===== src/rtl/wb_pkg.sv =====
// ---------------------------------------------------------------------------
// wb_pkg
// Shared Wishbone definitions used by the team's Wishbone initiators and
// targets.
//   wb_master_state_e  : state encoding of the pipelined master adapter
//   WB_TIMEOUT_DEFAULT : default bus-cycle watchdog limit, in clocks
// ---------------------------------------------------------------------------
package wb_pkg;

  localparam int WB_TIMEOUT_DEFAULT = 256;

  typedef enum logic [1:0] {
    IDLE,
    REQ,
    WAIT,
    RESP
  } wb_master_state_e;

endpackage


===== src/rtl/wb_timeout_counter.sv =====
// ---------------------------------------------------------------------------
// wb_timeout_counter
// Bus-cycle watchdog for Wishbone initiators. The count advances on every
// enabled cycle. "expired" goes high during the enabled cycle in which the
// count reaches LIMIT-1. In that cycle the bus cycle has been open for LIMIT
// clocks. A LIMIT of 0 disables the watchdog.
// Ports:
//   wb_clk_i  : clock, rising edge
//   wb_rst_i  : asynchronous active-high reset
//   clear     : restart the count from zero; this takes priority over enable
//   enable    : count this cycle, because a bus cycle is in progress
//   expired   : the limit has been reached in this cycle
// ---------------------------------------------------------------------------
module wb_timeout_counter
  import wb_pkg::*;
#(
  parameter int LIMIT = WB_TIMEOUT_DEFAULT
) (
  input  logic wb_clk_i,
  input  logic wb_rst_i,
  input  logic clear,
  input  logic enable,
  output logic expired
);

  if (LIMIT == 0) begin : g_off
    logic unused_ok;
    assign unused_ok = ^{wb_clk_i, wb_rst_i, clear, enable};
    assign expired   = 1'b0;
  end else begin : g_on
    localparam int CW = $clog2(LIMIT + 1);

    logic [CW-1:0] count_q, count_d;

    always_comb begin
      count_d = count_q;
      if (clear) begin
        count_d = '0;
      end else if (enable) begin
        count_d = count_q + 1'b1;
      end
    end

    always_ff @(posedge wb_clk_i or posedge wb_rst_i) begin
      if (wb_rst_i) begin
        count_q <= '0;
      end else begin
        count_q <= count_d;
      end
    end

    assign expired = enable && !clear && (count_q == CW'(LIMIT - 1));
  end

endmodule


===== src/rtl/wb_master_adapter.sv =====
// ---------------------------------------------------------------------------
// wb_master_adapter
// Wishbone B4 pipelined master adapter. The adapter takes one command at a
// time from a valid/ready command port. For each command it runs one
// Wishbone cycle. It then returns the read data and the status on a
// valid/ready response port. A watchdog aborts any cycle that the slave
// never terminates.
// Ports:
//   wb_clk_i, wb_rst_i         : clock and asynchronous active-high reset
//   cmd_valid/cmd_ready        : command handshake
//   cmd_addr/wdata/we/be       : command payload (byte address, data, dir, enables)
//   rsp_valid/rsp_ready        : response handshake
//   rsp_rdata/err/timeout      : response payload
//   wb_adr_o..wb_stb_o         : Wishbone master outputs, all registered
//   wb_dat_i, wb_ack_i,
//   wb_err_i, wb_stall_i       : Wishbone slave returns
// ---------------------------------------------------------------------------
module wb_master_adapter
  import wb_pkg::*;
#(
  parameter int ADDR_WIDTH     = 32,
  parameter int DATA_WIDTH     = 32,
  parameter int TIMEOUT_CYCLES = WB_TIMEOUT_DEFAULT
) (
  input  logic                    wb_clk_i,
  input  logic                    wb_rst_i,
  input  logic                    cmd_valid,
  output logic                    cmd_ready,
  input  logic [ADDR_WIDTH-1:0]   cmd_addr,
  input  logic [DATA_WIDTH-1:0]   cmd_wdata,
  input  logic                    cmd_we,
  input  logic [DATA_WIDTH/8-1:0] cmd_be,
  output logic                    rsp_valid,
  input  logic                    rsp_ready,
  output logic [DATA_WIDTH-1:0]   rsp_rdata,
  output logic                    rsp_err,
  output logic                    rsp_timeout,
  output logic [ADDR_WIDTH-1:0]   wb_adr_o,
  output logic [DATA_WIDTH-1:0]   wb_dat_o,
  output logic                    wb_we_o,
  output logic [DATA_WIDTH/8-1:0] wb_sel_o,
  output logic                    wb_cyc_o,
  output logic                    wb_stb_o,
  input  logic [DATA_WIDTH-1:0]   wb_dat_i,
  input  logic                    wb_ack_i,
  input  logic                    wb_err_i,
  input  logic                    wb_stall_i
);

  localparam int SW = DATA_WIDTH / 8;

  wb_master_state_e       state_q, state_d;
  logic [ADDR_WIDTH-1:0]  adr_q, adr_d;
  logic [DATA_WIDTH-1:0]  dat_q, dat_d;
  logic                   we_q, we_d;
  logic [SW-1:0]          sel_q, sel_d;
  logic                   cyc_q, cyc_d;
  logic                   stb_q, stb_d;
  logic                   rspValid_q, rspValid_d;
  logic [DATA_WIDTH-1:0]  rspRdata_q, rspRdata_d;
  logic                   rspErr_q, rspErr_d;
  logic                   rspTimeout_q, rspTimeout_d;

  logic wdClear, wdEnable, wdExpired;
  logic complete, timedOut;

  assign wdEnable = (state_q == REQ) || (state_q == WAIT);

  wb_timeout_counter #(
    .LIMIT(TIMEOUT_CYCLES)
  ) u_watchdog (
    .wb_clk_i (wb_clk_i),
    .wb_rst_i (wb_rst_i),
    .clear    (wdClear),
    .enable   (wdEnable),
    .expired  (wdExpired)
  );

  // In REQ, a termination counts only once the strobe is accepted, that is
  // when stall is low. A slave termination in the same cycle as expiry wins
  // over the watchdog. The bus outputs and rsp_valid are registered copies
  // of the decoded next state, so every output except cmd_ready is a flop.
  always_comb begin
    state_d      = state_q;
    adr_d        = adr_q;
    dat_d        = dat_q;
    we_d         = we_q;
    sel_d        = sel_q;
    rspRdata_d   = rspRdata_q;
    rspErr_d     = rspErr_q;
    rspTimeout_d = rspTimeout_q;
    wdClear      = 1'b0;
    complete     = 1'b0;
    timedOut     = 1'b0;

    case (state_q)
      IDLE: begin
        if (cmd_valid) begin
          adr_d   = cmd_addr;
          dat_d   = cmd_wdata;
          we_d    = cmd_we;
          sel_d   = cmd_be;
          wdClear = 1'b1;
          state_d = REQ;
        end
      end
      REQ: begin
        if (!wb_stall_i && (wb_ack_i || wb_err_i)) begin
          complete = 1'b1;
        end else if (wdExpired) begin
          timedOut = 1'b1;
        end else if (!wb_stall_i) begin
          state_d = WAIT;
        end
      end
      WAIT: begin
        if (wb_ack_i || wb_err_i) begin
          complete = 1'b1;
        end else if (wdExpired) begin
          timedOut = 1'b1;
        end
      end
      RESP: begin
        if (rsp_ready) begin
          state_d = IDLE;
        end
      end
      default: state_d = IDLE;
    endcase

    // On a termination, err takes priority over ack. Read data is returned
    // only for a clean ack of a read.
    if (complete) begin
      state_d      = RESP;
      rspErr_d     = wb_err_i;
      rspTimeout_d = 1'b0;
      rspRdata_d   = (wb_ack_i && !wb_err_i && !we_q) ? wb_dat_i : '0;
    end else if (timedOut) begin
      state_d      = RESP;
      rspErr_d     = 1'b1;
      rspTimeout_d = 1'b1;
      rspRdata_d   = '0;
    end

    cyc_d      = (state_d == REQ) || (state_d == WAIT);
    stb_d      = (state_d == REQ);
    rspValid_d = (state_d == RESP);
  end

  always_ff @(posedge wb_clk_i or posedge wb_rst_i) begin
    if (wb_rst_i) begin
      state_q      <= IDLE;
      adr_q        <= '0;
      dat_q        <= '0;
      we_q         <= 1'b0;
      sel_q        <= '0;
      cyc_q        <= 1'b0;
      stb_q        <= 1'b0;
      rspValid_q   <= 1'b0;
      rspRdata_q   <= '0;
      rspErr_q     <= 1'b0;
      rspTimeout_q <= 1'b0;
    end else begin
      state_q      <= state_d;
      adr_q        <= adr_d;
      dat_q        <= dat_d;
      we_q         <= we_d;
      sel_q        <= sel_d;
      cyc_q        <= cyc_d;
      stb_q        <= stb_d;
      rspValid_q   <= rspValid_d;
      rspRdata_q   <= rspRdata_d;
      rspErr_q     <= rspErr_d;
      rspTimeout_q <= rspTimeout_d;
    end
  end

  assign cmd_ready   = (state_q == IDLE);
  assign rsp_valid   = rspValid_q;
  assign rsp_rdata   = rspRdata_q;
  assign rsp_err     = rspErr_q;
  assign rsp_timeout = rspTimeout_q;
  assign wb_adr_o    = adr_q;
  assign wb_dat_o    = dat_q;
  assign wb_we_o     = we_q;
  assign wb_sel_o    = sel_q;
  assign wb_cyc_o    = cyc_q;
  assign wb_stb_o    = stb_q;

endmodule


===== config.mk =====
export PLATFORM = sky130hd
export DESIGN_NAME = wb_master_adapter
export DESIGN_NICKNAME = d
export VERILOG_FILES = /design/src/rtl/wb_pkg.sv /design/src/rtl/wb_timeout_counter.sv /design/src/rtl/wb_master_adapter.sv
export SDC_FILE = /design/constraint.sdc
export NUM_CORES = 1
export LEC_CHECK = 0
export CAP_MARGIN = 40
export CORE_MARGIN = 2
export CORE_UTILIZATION = 41
export CTS_CLUSTER_DIAMETER = 40
export DETAILED_ROUTE_END_ITERATION = 8
export GPL_TIMING_DRIVEN = 0
export PLACE_DENSITY_LB_ADDON = 0.2
export SYNTH_ARGS = -nofsm -noshare
export SYNTH_HDL_FRONTEND = slang
export SYNTH_SLANG_ARGS = --single-unit

===== constraint.sdc =====
create_clock -name wb_clk_i -period 4.75 [get_ports wb_clk_i]
set_input_delay 0.7125 -clock wb_clk_i [delete_from_list [all_inputs] [get_ports wb_clk_i]]
set_output_delay 0.7125 -clock wb_clk_i [all_outputs]
set_load 0.02 [all_outputs]

==> results of run 1 <==
==> synthesized netlist by cell type, types with 3 or more instances <==
cell type	instances
nand2_1	212
dfrtp_1	117
a22o_1	32
clkbuf_1	13
nor2_1	13
ha_1	9
inv_1	9
buf_6	7
a21oi_1	4
o21ai_0	4
xor2_1	4
buf_2	3
nand4_1	3
==> how the worst min path moves through the flow <==
stage	start	to	slack [ns]	depth (start not counted)
global placement	wb_dat_o[2]	wb_dat_o[2]	0.46	2
finish	wb_dat_o[1]	wb_dat_o[1]	0.47	2
CTS	wb_dat_o[1]	wb_dat_o[1]	0.48	2
global route	wb_dat_o[1]	wb_dat_o[1]	0.50	2
detailed placement	wb_dat_o[1]	wb_dat_o[1]	0.46	2
floorplan	u_watchdog.g_on.count_q[6]	u_watchdog.g_on.count_q[6]	0.50	2
==> sequential cells by signal (all words and copies together), names as in the netlist <==
| name | count |
|---|---|
| u_watchdog.g_on.count_q | 9 |
| wb_stb_o | 1 |
| wb_dat_o | 32 |
| rsp_err | 1 |
| wb_sel_o | 4 |
| rsp_rdata | 32 |
| wb_adr_o | 32 |
| wb_cyc_o | 1 |
| state_q | 2 |
| rsp_valid | 1 |
| wb_we_o | 1 |
| rsp_timeout | 1 |
==> kinds of logic (layout without fill, tap and decap cells) <==
kind of cell,after synthesis,in the layout
AND/OR/NAND/NOR,236,236
flip-flops,117,117
AO/OA/AOI/OAI,51,51
buffers and inverters,33,280
adder cells (fa/ha/maj),9,9
XOR/XNOR,5,5
multiplexers,1,1
==> layout make-up <==
cell class	count	area, um2	area share [%]
tap	140	175.2	2.298
timing repair buffer	215	2170	28.46
multi-input combinational	302	1513	19.85
sequential	117	2928	38.41
inverter	9	36.28	0.4760
buffer	24	150.1	1.970
clock buffer	23	478.0	6.271
clock inverter	9	172.7	2.265
==> worst register-to-register path: stages, from the launching register on <==
cell	delay, ns
dfrtp_1	0.41
inv_1	0.12
ha_1	0.24
and2_1	0.14
clkbuf_1	0.34
o21ai_1	0.19
a211oi_1	0.28
o21ai_1	0.16
ha_1	0.30
inv_1	0.03
==> per-layer routing <==
| metal | vias to the layer above | track usage, % | part of all wire (%) |
|---|---|---|---|
| met5 | - | 0 | 0 |
| met3 | 13 | 10.41 | 11 |
| met2 | 169 | 34.97 | 47 |
| met4 | 0 | 7.857 | 1.0 |
| li1 | 1929 | - | - |
| met1 | 1860 | 24.75 | 40 |
==> power by group <==
part | total (mW) | internal, mW | switching (mW)
combinational | 2.45 | 1.16 | 1.29
sequential | 1.71 | 1.45 | 0.256
clock | 1.39 | 0.969 | 0.421
total | 5.55 | 3.58 | 1.97
==> stage by stage <==
stage	hold slack, ns	std cells	worst slack (ns)	util [%]	power (mW)
after floorplan	0.5047	452	0.9367	-	2.964
after global placement	0.4564	806	-0.6499	63.48	4.110
after detailed placement	0.4628	807	1.958	63.75	4.184
after CTS	0.4757	839	2.202	69.70	5.614
after global routing	0.4978	839	2.154	69.70	5.897
final	0.4744	839	2.228	69.70	5.550
==> results.yml, run 1 <==
routing:
  drtAntennaViolNets: 0
  drt_wl_total_mm: 12.78
  via_per_inst: 4.733
  wl_per_cell_um: 15.24
  drtIter0Drc: 152
  drc_errors: 0
  first_pass_iters: 4
  dr_total_vias: 3971
floorplanning:
  placementRows: 38
  fp.dieArea_mm2: 0.01215
  fp.dieH_um: 110.2
  io_pins: 215
  die_w_um: 110.2
  fp.coreArea_mm2: 0.01094
  initial_utilization_pct: 42.29
worst_setup_path:
  path_buf_inv: 2
  crit_cells: 3
  critical_path_arrival_ns: 1.81
  cp.required_ns: 4.04
  cp_max_fo: 5
  timing.critical_path.slowest_stage_cell: "clkdlybuf4s50_1"
  crit_path_start: "state_q[0]"
  critPathTopFamily: "buffers and inverters"
  path_class: "reg -> out"
  crit_path_end_kind: "output pin"
  reg2reg_depth: 9
  endpoint: "cmd_ready"
  startpoint_type: "flip-flop"
  rrSetupSlack_ns: 2.43
  worstReg2RegStart: "state_q[0]"
  path_cells: "inv_1, ha_1, clkdlybuf4s50_1"
  r2r_end: "wb_cyc_o"
  slowest_delay_ns: 0.64
yosys:
  syn_area_mm2: 0.004624
  avgSynthCellArea_um2: 10.23
  yosysTopAreaCellShare_pct: 63.31
  synthArstFlopShare_pct: 100.0
  syn_nets: 569
  synth_area_leader_cell: "dfrtp_1"
  synth_cell_types: 31
  synth_xor_area_share_pct: 0.9470
  synth_edf_count: 0
  synth_fa_ha_area_share_pct: 2.435
  ys_warn_count: 0
  ys_top_cells_by_area: "dfrtp_1 63%, nand2_1 17%, a22o_1 6.1%"
  synth_simple_gate_area_share_pct: 20.24
  synth_cells: 452
  yosysSeqAreaShare_pct: 63.31
  synth_top_family_by_area: "simple AND/OR/NAND/NOR gates"
  synth_flop_cell: "dfrtp_1"
  synthMuxAreaShare_pct: 0.2165
  ys_ff_latch: 117
  synth_compound_area_share_pct: 8.874
power:
  pwr_density_cell_mw_per_mm2: 728.2
  peakVddDrop_mv: 0.3765
  p_leak_nw: 3.646
timing:
  clock_skew_ns: 0.007847
  fin_crit_sh_pct: 53.10
  rsz0062_at_grt: "false"
  finalMaxSlewViolations: 0
  period_minus_slack_ns: 2.522
  setup_viol: 0
  hold_viol_final: 0
  max_slew_margin_pct: 53.30
  fmax_ghz: 0.3965
  worstMarginPinSlew_ns: 0.7005
  tns_ns: 0
global_routing:
  grt_max_degree: 63
  grt_pass1_vias: 4055
  grt_pass1_wl_mm: 19.75
  grt_usage_pct: 21.53
  antenna_found_initial: 0
  overflow: 0
clock_network:
  cts_root_buffer: "clkbuf_16"
  tritoncts: "built"
  holdBufCountCts: 0
  cts_max_level: 4
  cts_made_buffers: 17
  cts_resized: 0
  cts_buffer_depth: 2
  clkLatencyLatePin_ns: 0.41
  clk_transition_reported_paths_ns: 0.05
  cts_setup_buffers: 0
  clock-sinks: 117
run_status:
  outcome: "complete, no violations"
cells_and_area:
  final_common_cell: "clkdlybuf4s50_1"
  fillCellCount: 876
  nets: 803
  antenna_cells: 0
  fin_area_mm2: 0.007622
  layout-drive-gt1-share_pct: 6.438
  final_cell_mix: "214 x clkdlybuf4s50_1, 212 x nand2_1, 117 x dfrtp_1"
  syn2layout_area_growth_pct: 64.83
placement:
  portBuffers: 214
  place_hpwl_mm: 9.569
  dpl-instance-area_mm2: 0.006972
  place_congestion: 0.7763
hold_path:
  hold_class: "reg -> reg"
run:
  cap_violations: 0
Note: power is estimated with default switching activity, not from simulation.
==> run 2: changes to the inputs <==
CORE_UTILIZATION = 37   (was 41)
clock period = 2.06 ns   (was 4.75 ns; I/O delays follow)
==> run 2 against run 1 <==
  * Count of clock-buffer cells in the layout up 1
  * Critical path depth up 7
  * Non-clock buffer count up 14
  * Critical path type is now reg -> reg
  * Critical endpoint is now wb_cyc_o
  * Highest routed layer unchanged
==> results.yml, run 2 (synthesis gave the netlist of run 1 again) <==
run_status:
  outcome: "complete, no violations"
clock_network:
  cts_root_buffer: "clkbuf_16"
  clk_transition_reported_paths_ns: 0.06
  clock-sinks: 117
  holdBufCountCts: 0
  cts_max_level: 4
  tritoncts: "built"
  clkLatencyLatePin_ns: 0.41
  cts_made_buffers: 17
  cts_buffer_depth: 2
timing:
  fin_crit_sh_pct: 97.24
  clock_skew_ns: 0.01036
  max_slew_margin_pct: 54.10
  setup_viol: 0
  fmax_ghz: 0.4992
  hold_viol_final: 0
  finalMaxSlewViolations: 0
  rsz0062_at_grt: "true"
  worstMarginPinSlew_ns: 0.6871
  period_minus_slack_ns: 2.003
global_routing:
  grt_usage_pct: 20.73
  grt-busiest-layer: "met2"
  use_met1_pct: 23.67
  grt_use_met2_pct: 33.45
  grt_pass1_wl_mm: 21.11
  overflow: 0
  grt_pass1_vias: 4205
  grt_max_degree: 37
  gr-usage-met3_pct: 10.20
  antenna_found_initial: 0
worst_setup_path:
  critical_path_arrival_ns: 2.31
  r2r_end: "wb_cyc_o"
  path_cells: "inv_1, ha_2, buf_6, o2111ai_2, o21a_1, buf_6, buf_8, o311a_1, ha_1, inv_1"
  timing.critical_path.slowest_stage_cell: "dfrtp_1"
  reg2reg_depth: 10
  endpoint: "wb_cyc_o"
  cp_max_fo: 10
  worstReg2RegStart: "state_q[1]"
  crit_path_start: "state_q[1]"
  startpoint_type: "flip-flop"
  slowest_delay_ns: 0.37
  crit_path_end_kind: "flip-flop"
  cp.required_ns: 2.37
  path_class: "reg -> reg"
  rrSetupSlack_ns: 0.06
hold_path:
  hold_class: "in -> async"
power:
  p_comb_share_pct: 45.4
  intPower_mw: 8.415
  p_leak_nw: 3.737
  switching_share_pct: 35.69
  power.switching_mw: 4.671
  pwr_density_cell_mw_per_mm2: 1664
  peakVddDrop_mv: 0.7561
  pwr-share-clk_pct: 24.6
  p_seq_share_pct: 30.0
placement:
  dp.cells: 837
  place_hpwl_mm: 9.717
  portBuffers: 214
  place_congestion: 0.7556
routing:
  drtIter0Drc: 112
  via_per_inst: 4.579
  drt_wl_total_mm: 13.30
  wl_per_cell_um: 15.10
  first_pass_iters: 4
  drtAntennaViolNets: 0
  drc_errors: 0
  dr_total_vias: 4034
floorplanning:
  initial_utilization_pct: 38.18
  io_pins: 215
  placementRows: 40
  fp.coreArea_mm2: 0.01211
  die_w_um: 115.8
  fp.dieH_um: 115.8
  fp.dieArea_mm2: 0.01341
run:
  cap_violations: 0
cells_and_area:
  syn2layout_area_growth_pct: 70.10
  nets: 817
  stdcell_count: 881
  final_cell_mix: "213 x clkdlybuf4s50_1, 211 x nand2_1, 117 x dfrtp_1"
  final_common_cell: "clkdlybuf4s50_1"
  utilization_pct: 64.95
  antenna_cells: 0
  layout-drive-gt1-share_pct: 10.38
-- run 2: worst max-delay path, delay by kind of cell (launching register included) --
kind	cells	cell delay, ns
fa+ha+maj	2	0.59
buf+inv	5	0.49
compound gates	3	0.43
flops	1	0.37
-- run 2: final cells by class --
class,instances,area [um2]
clock buffers,24,511.7
flip-flops and latches,117,2928
repair buffers,230,2311
multi-input cells,302,1570
well taps,168,210.2
fillers,994,4245
clock inverters,8,142.6
inverters,9,37.54
plain buffers,23,155.1
-- run 2: power by group through the flow --
stage / logic (mW) / registers, mW / clock network [mW]
2_1_floorplan: 1.72 / 5.12 / 0
3_3_place_gp: 5.61 / 3.91 / 0
3_5_place_dp: 5.69 / 3.96 / 0
4_1_cts: 5.85 / 3.92 / 3.29
5_1_grt: 6.46 / 4.05 / 3.40
6_report: 5.95 / 3.93 / 3.21
-- run 2: how the worst min path moves through the flow --
stage                 start      endpoint  slack [ns]  cells past startpoint
2_1_floorplan   cmd_addr[0]   wb_adr_o[0]        0.41                      2
3_3_place_gp   wb_adr_o[15]  wb_adr_o[15]        0.46                      2
3_5_place_dp    wb_adr_o[6]   wb_adr_o[6]        0.46                      2
4_1_cts            wb_rst_i   wb_dat_o[9]        0.35                      2
5_1_grt            wb_rst_i   wb_dat_o[9]        0.39                      2
6_report           wb_rst_i   wb_dat_o[9]        0.35                      2
-- run 2: stage by stage --
stage / hold WS [ns] / power [mW] / worst slack (ns) / TNS, ns / instance area (um2)
floorplan: 0.4144 / 6.839 / 0.07461 / 0 / 4631
global placement: 0.4565 / 9.522 / -0.7815 / -94.70 / 6983
detailed placement: 0.4616 / 9.655 / -0.3245 / -4.367 / 7043
CTS: 0.3455 / 13.07 / -0.01318 / -0.01318 / 7760
global route: 0.3899 / 13.91 / -0.04709 / -0.04831 / 7866
finish: 0.3483 / 13.09 / 0.05692 / 0 / 7866
-- run 2: repair_timing --
item	in CTS	in global routing
setup buffers	6	7
cloned	0	0
setup endpoints to repair	50	32
pin swaps	1	7
gates resized for setup	7	10
-- run 2: layer usage --
metal,wire [um],vias to the layer above
met5,0,-
met4,243,0
met3,1461,19
met2,6275,172
met1,5320,1890
li1,-,1953
==> run 3: changes to the inputs <==
ABC_CLOCK_PERIOD_IN_PS = 2060   (was not set)
CORE_UTILIZATION = 25   (was 37)
==> run 3 against run 2 <==
  * The flow now finishes with violations (design-rule violations)
  * Largest power group unchanged
  * Global-route usage is 6.1 points lower
  * First-iteration DRC count is 54% higher
  * Clock skew is 0.0035 ns lower
  * Flip-flop and latch count stayed put
  * Non-clock buffer count stayed put
  * Total power hardly changed
  * Sequential power hardly changed
  * Combinational power is 1% higher
  * Routed wire length is 5.4% higher
  * Die area is 46% higher
  * Setup slack worse by 0.033 ns
==> results.yml, run 3 (synthesis gave the netlist of run 1 again) <==
timing:
  fin_crit_sh_pct: 98.85
  max_slew_margin_pct: 65.63
  worst_slack_ns: 0.02365
  setup_viol: 0
  worstMarginPinSlew_ns: 0.5155
  clock_skew_ns: 0.006876
  hold_viol_final: 0
  tns_ns: 0
  rsz0062_at_grt: "true"
  fin_hold_ws_ns: 0.2651
  period_minus_slack_ns: 2.036
  finalMaxSlewViolations: 0
  fmax_ghz: 0.4911
placement:
  place_hpwl_mm: 10.21
  place_congestion: 0.7642
  portBuffers: 214
  pre_cts_ws_ns: -0.4596
cells_and_area:
  seqCellArea_mm2: 0.002928
  layout-drive-gt1-share_pct: 10.13
  antenna_cells: 0
  fillCellCount: 1720
  syn2layout_area_growth_pct: 72.38
  nets: 817
  final_common_cell: "clkdlybuf4s50_1"
  final_cell_mix: "213 x clkdlybuf4s50_1, 211 x nand2_1, 117 x dfrtp_1"
  multi_input_area_mm2: 0.001579
power:
  switching_share_pct: 35.96
  pwr_density_cell_mw_per_mm2: 1643
  power.switching_mw: 4.709
  intPower_mw: 8.387
  p_leak_nw: 3.744
  p_seq_share_pct: 29.9
  peakVddDrop_mv: 0.6814
  p_comb_share_pct: 45.9
  pwr-share-clk_pct: 24.2
routing:
  dr_total_vias: 4078
  drtIter0Drc: 173
  wl_per_cell_um: 14.91
  drtAntennaViolNets: 0
  first_pass_iters: 9
  drt_wl_total_mm: 14.01
  via_per_inst: 4.338
  drc_errors: 21
floorplanning:
  placementRows: 49
  initial_utilization_pct: 25.57
  fp.dieArea_mm2: 0.01960
  die_w_um: 140.0
  io_pins: 215
  fp.coreArea_mm2: 0.01809
  fp.dieH_um: 140.0
clock_network:
  holdBufCountCts: 0
  clock-sinks: 117
  cts_max_level: 4
  tritoncts: "built"
  clk_transition_reported_paths_ns: 0.05
  cts_made_buffers: 17
  clkLatencyLatePin_ns: 0.41
  cts_root_buffer: "clkbuf_16"
  cts_buffer_depth: 2
global_routing:
  overflow: 0
  grt_pass1_wl_mm: 22.67
  grt_usage_pct: 14.62
  grt_max_degree: 37
  antenna_found_initial: 0
  grt_pass1_vias: 4209
worst_setup_path:
  startpoint_type: "flip-flop"
  cp_common_cell: "ha_2"
  critPathTopFamily: "compound AO/OA/AOI/OAI gates"
  timing.critical_path.slowest_stage_cell: "dfrtp_1"
  path_class: "reg -> reg"
  path_buf_inv: 3
  critical_path_arrival_ns: 2.33
  slowest_delay_ns: 0.37
  rrSetupSlack_ns: 0.02
  cp.required_ns: 2.35
  cp_max_fo: 10
  crit_path_end_kind: "flip-flop"
  path_cells: "ha_2, nand3_2, nor2_2, ha_2, o2111ai_4, o21a_1, buf_6, buf_12, clkbuf_16, a22o_1"
run_status:
  violations: "design-rule violations"
  outcome: "complete, but fails checks"
run:
  cap_violations: 0
hold_path:
  hold_class: "in -> async"
==> run 3: path summary, 6_finish.rpt <==
| check | start | end | depth (start not counted) |
|---|---|---|---|
| hold / removal | wb_rst_i | wb_dat_o[15] | 2 |
| min in group wb_clk_i | cmd_addr[27] | wb_adr_o[27] | 3 |
| setup reg to reg | u_watchdog.g_on.count_q[1] | rsp_rdata[15] | 10 |
| max in group asynchronous | wb_rst_i | wb_adr_o[24] | 3 |
| hold reg to reg | wb_adr_o[29] | wb_adr_o[29] | 2 |
| setup / recovery | u_watchdog.g_on.count_q[1] | rsp_rdata[15] | 10 |
==> run 3: stage by stage <==
stage / util, % / cell area (um2) / power, mW / std cells
floorplan: - / 4631 / 6.839 / 452
global placement: 39.03 / 7059 / 9.580 / 895
detailed placement: 39.36 / 7119 / 9.697 / 898
CTS: 43.13 / 7801 / 13.05 / 931
global route: 44.07 / 7971 / 13.92 / 940
finish: 44.07 / 7971 / 13.10 / 940
==> run 3: area by class of cell <==
class                      count  area share (%)
sequential                   117           36.73
timing repair buffer         230           29.43
clock inverter                 8           1.852
clock buffer                  22           6.074
tap                          229           3.594
buffer                        23           2.040
inverter                       9          0.4709
multi-input combinational    302           19.81
==> run 3: power by group through the flow <==
stage | logic [mW] | registers, mW | clock network (mW)
floorplan | 1.72 | 5.12 | 0
global placement | 5.66 | 3.91 | 0
detailed placement | 5.75 | 3.95 | 0
CTS | 5.86 | 3.93 | 3.26
global route | 6.50 | 4.06 | 3.36
finish | 6.01 | 3.92 | 3.17
==> run 3: layer usage <==
layer	wire length (um)	up-vias	GRT usage (%)
li1	-	1954	-
met1	6102	1956	18.62
met2	6468	159	23.23
met3	1310	9	6.085
met4	133	0	3.562
met5	0	-	0
==> run 3: timing repair <==
action,CTS,global route
setup endpoints to repair,56,33
resized for setup,7,13
pin swaps,1,21
gates cloned,0,2
setup buffers,4,7
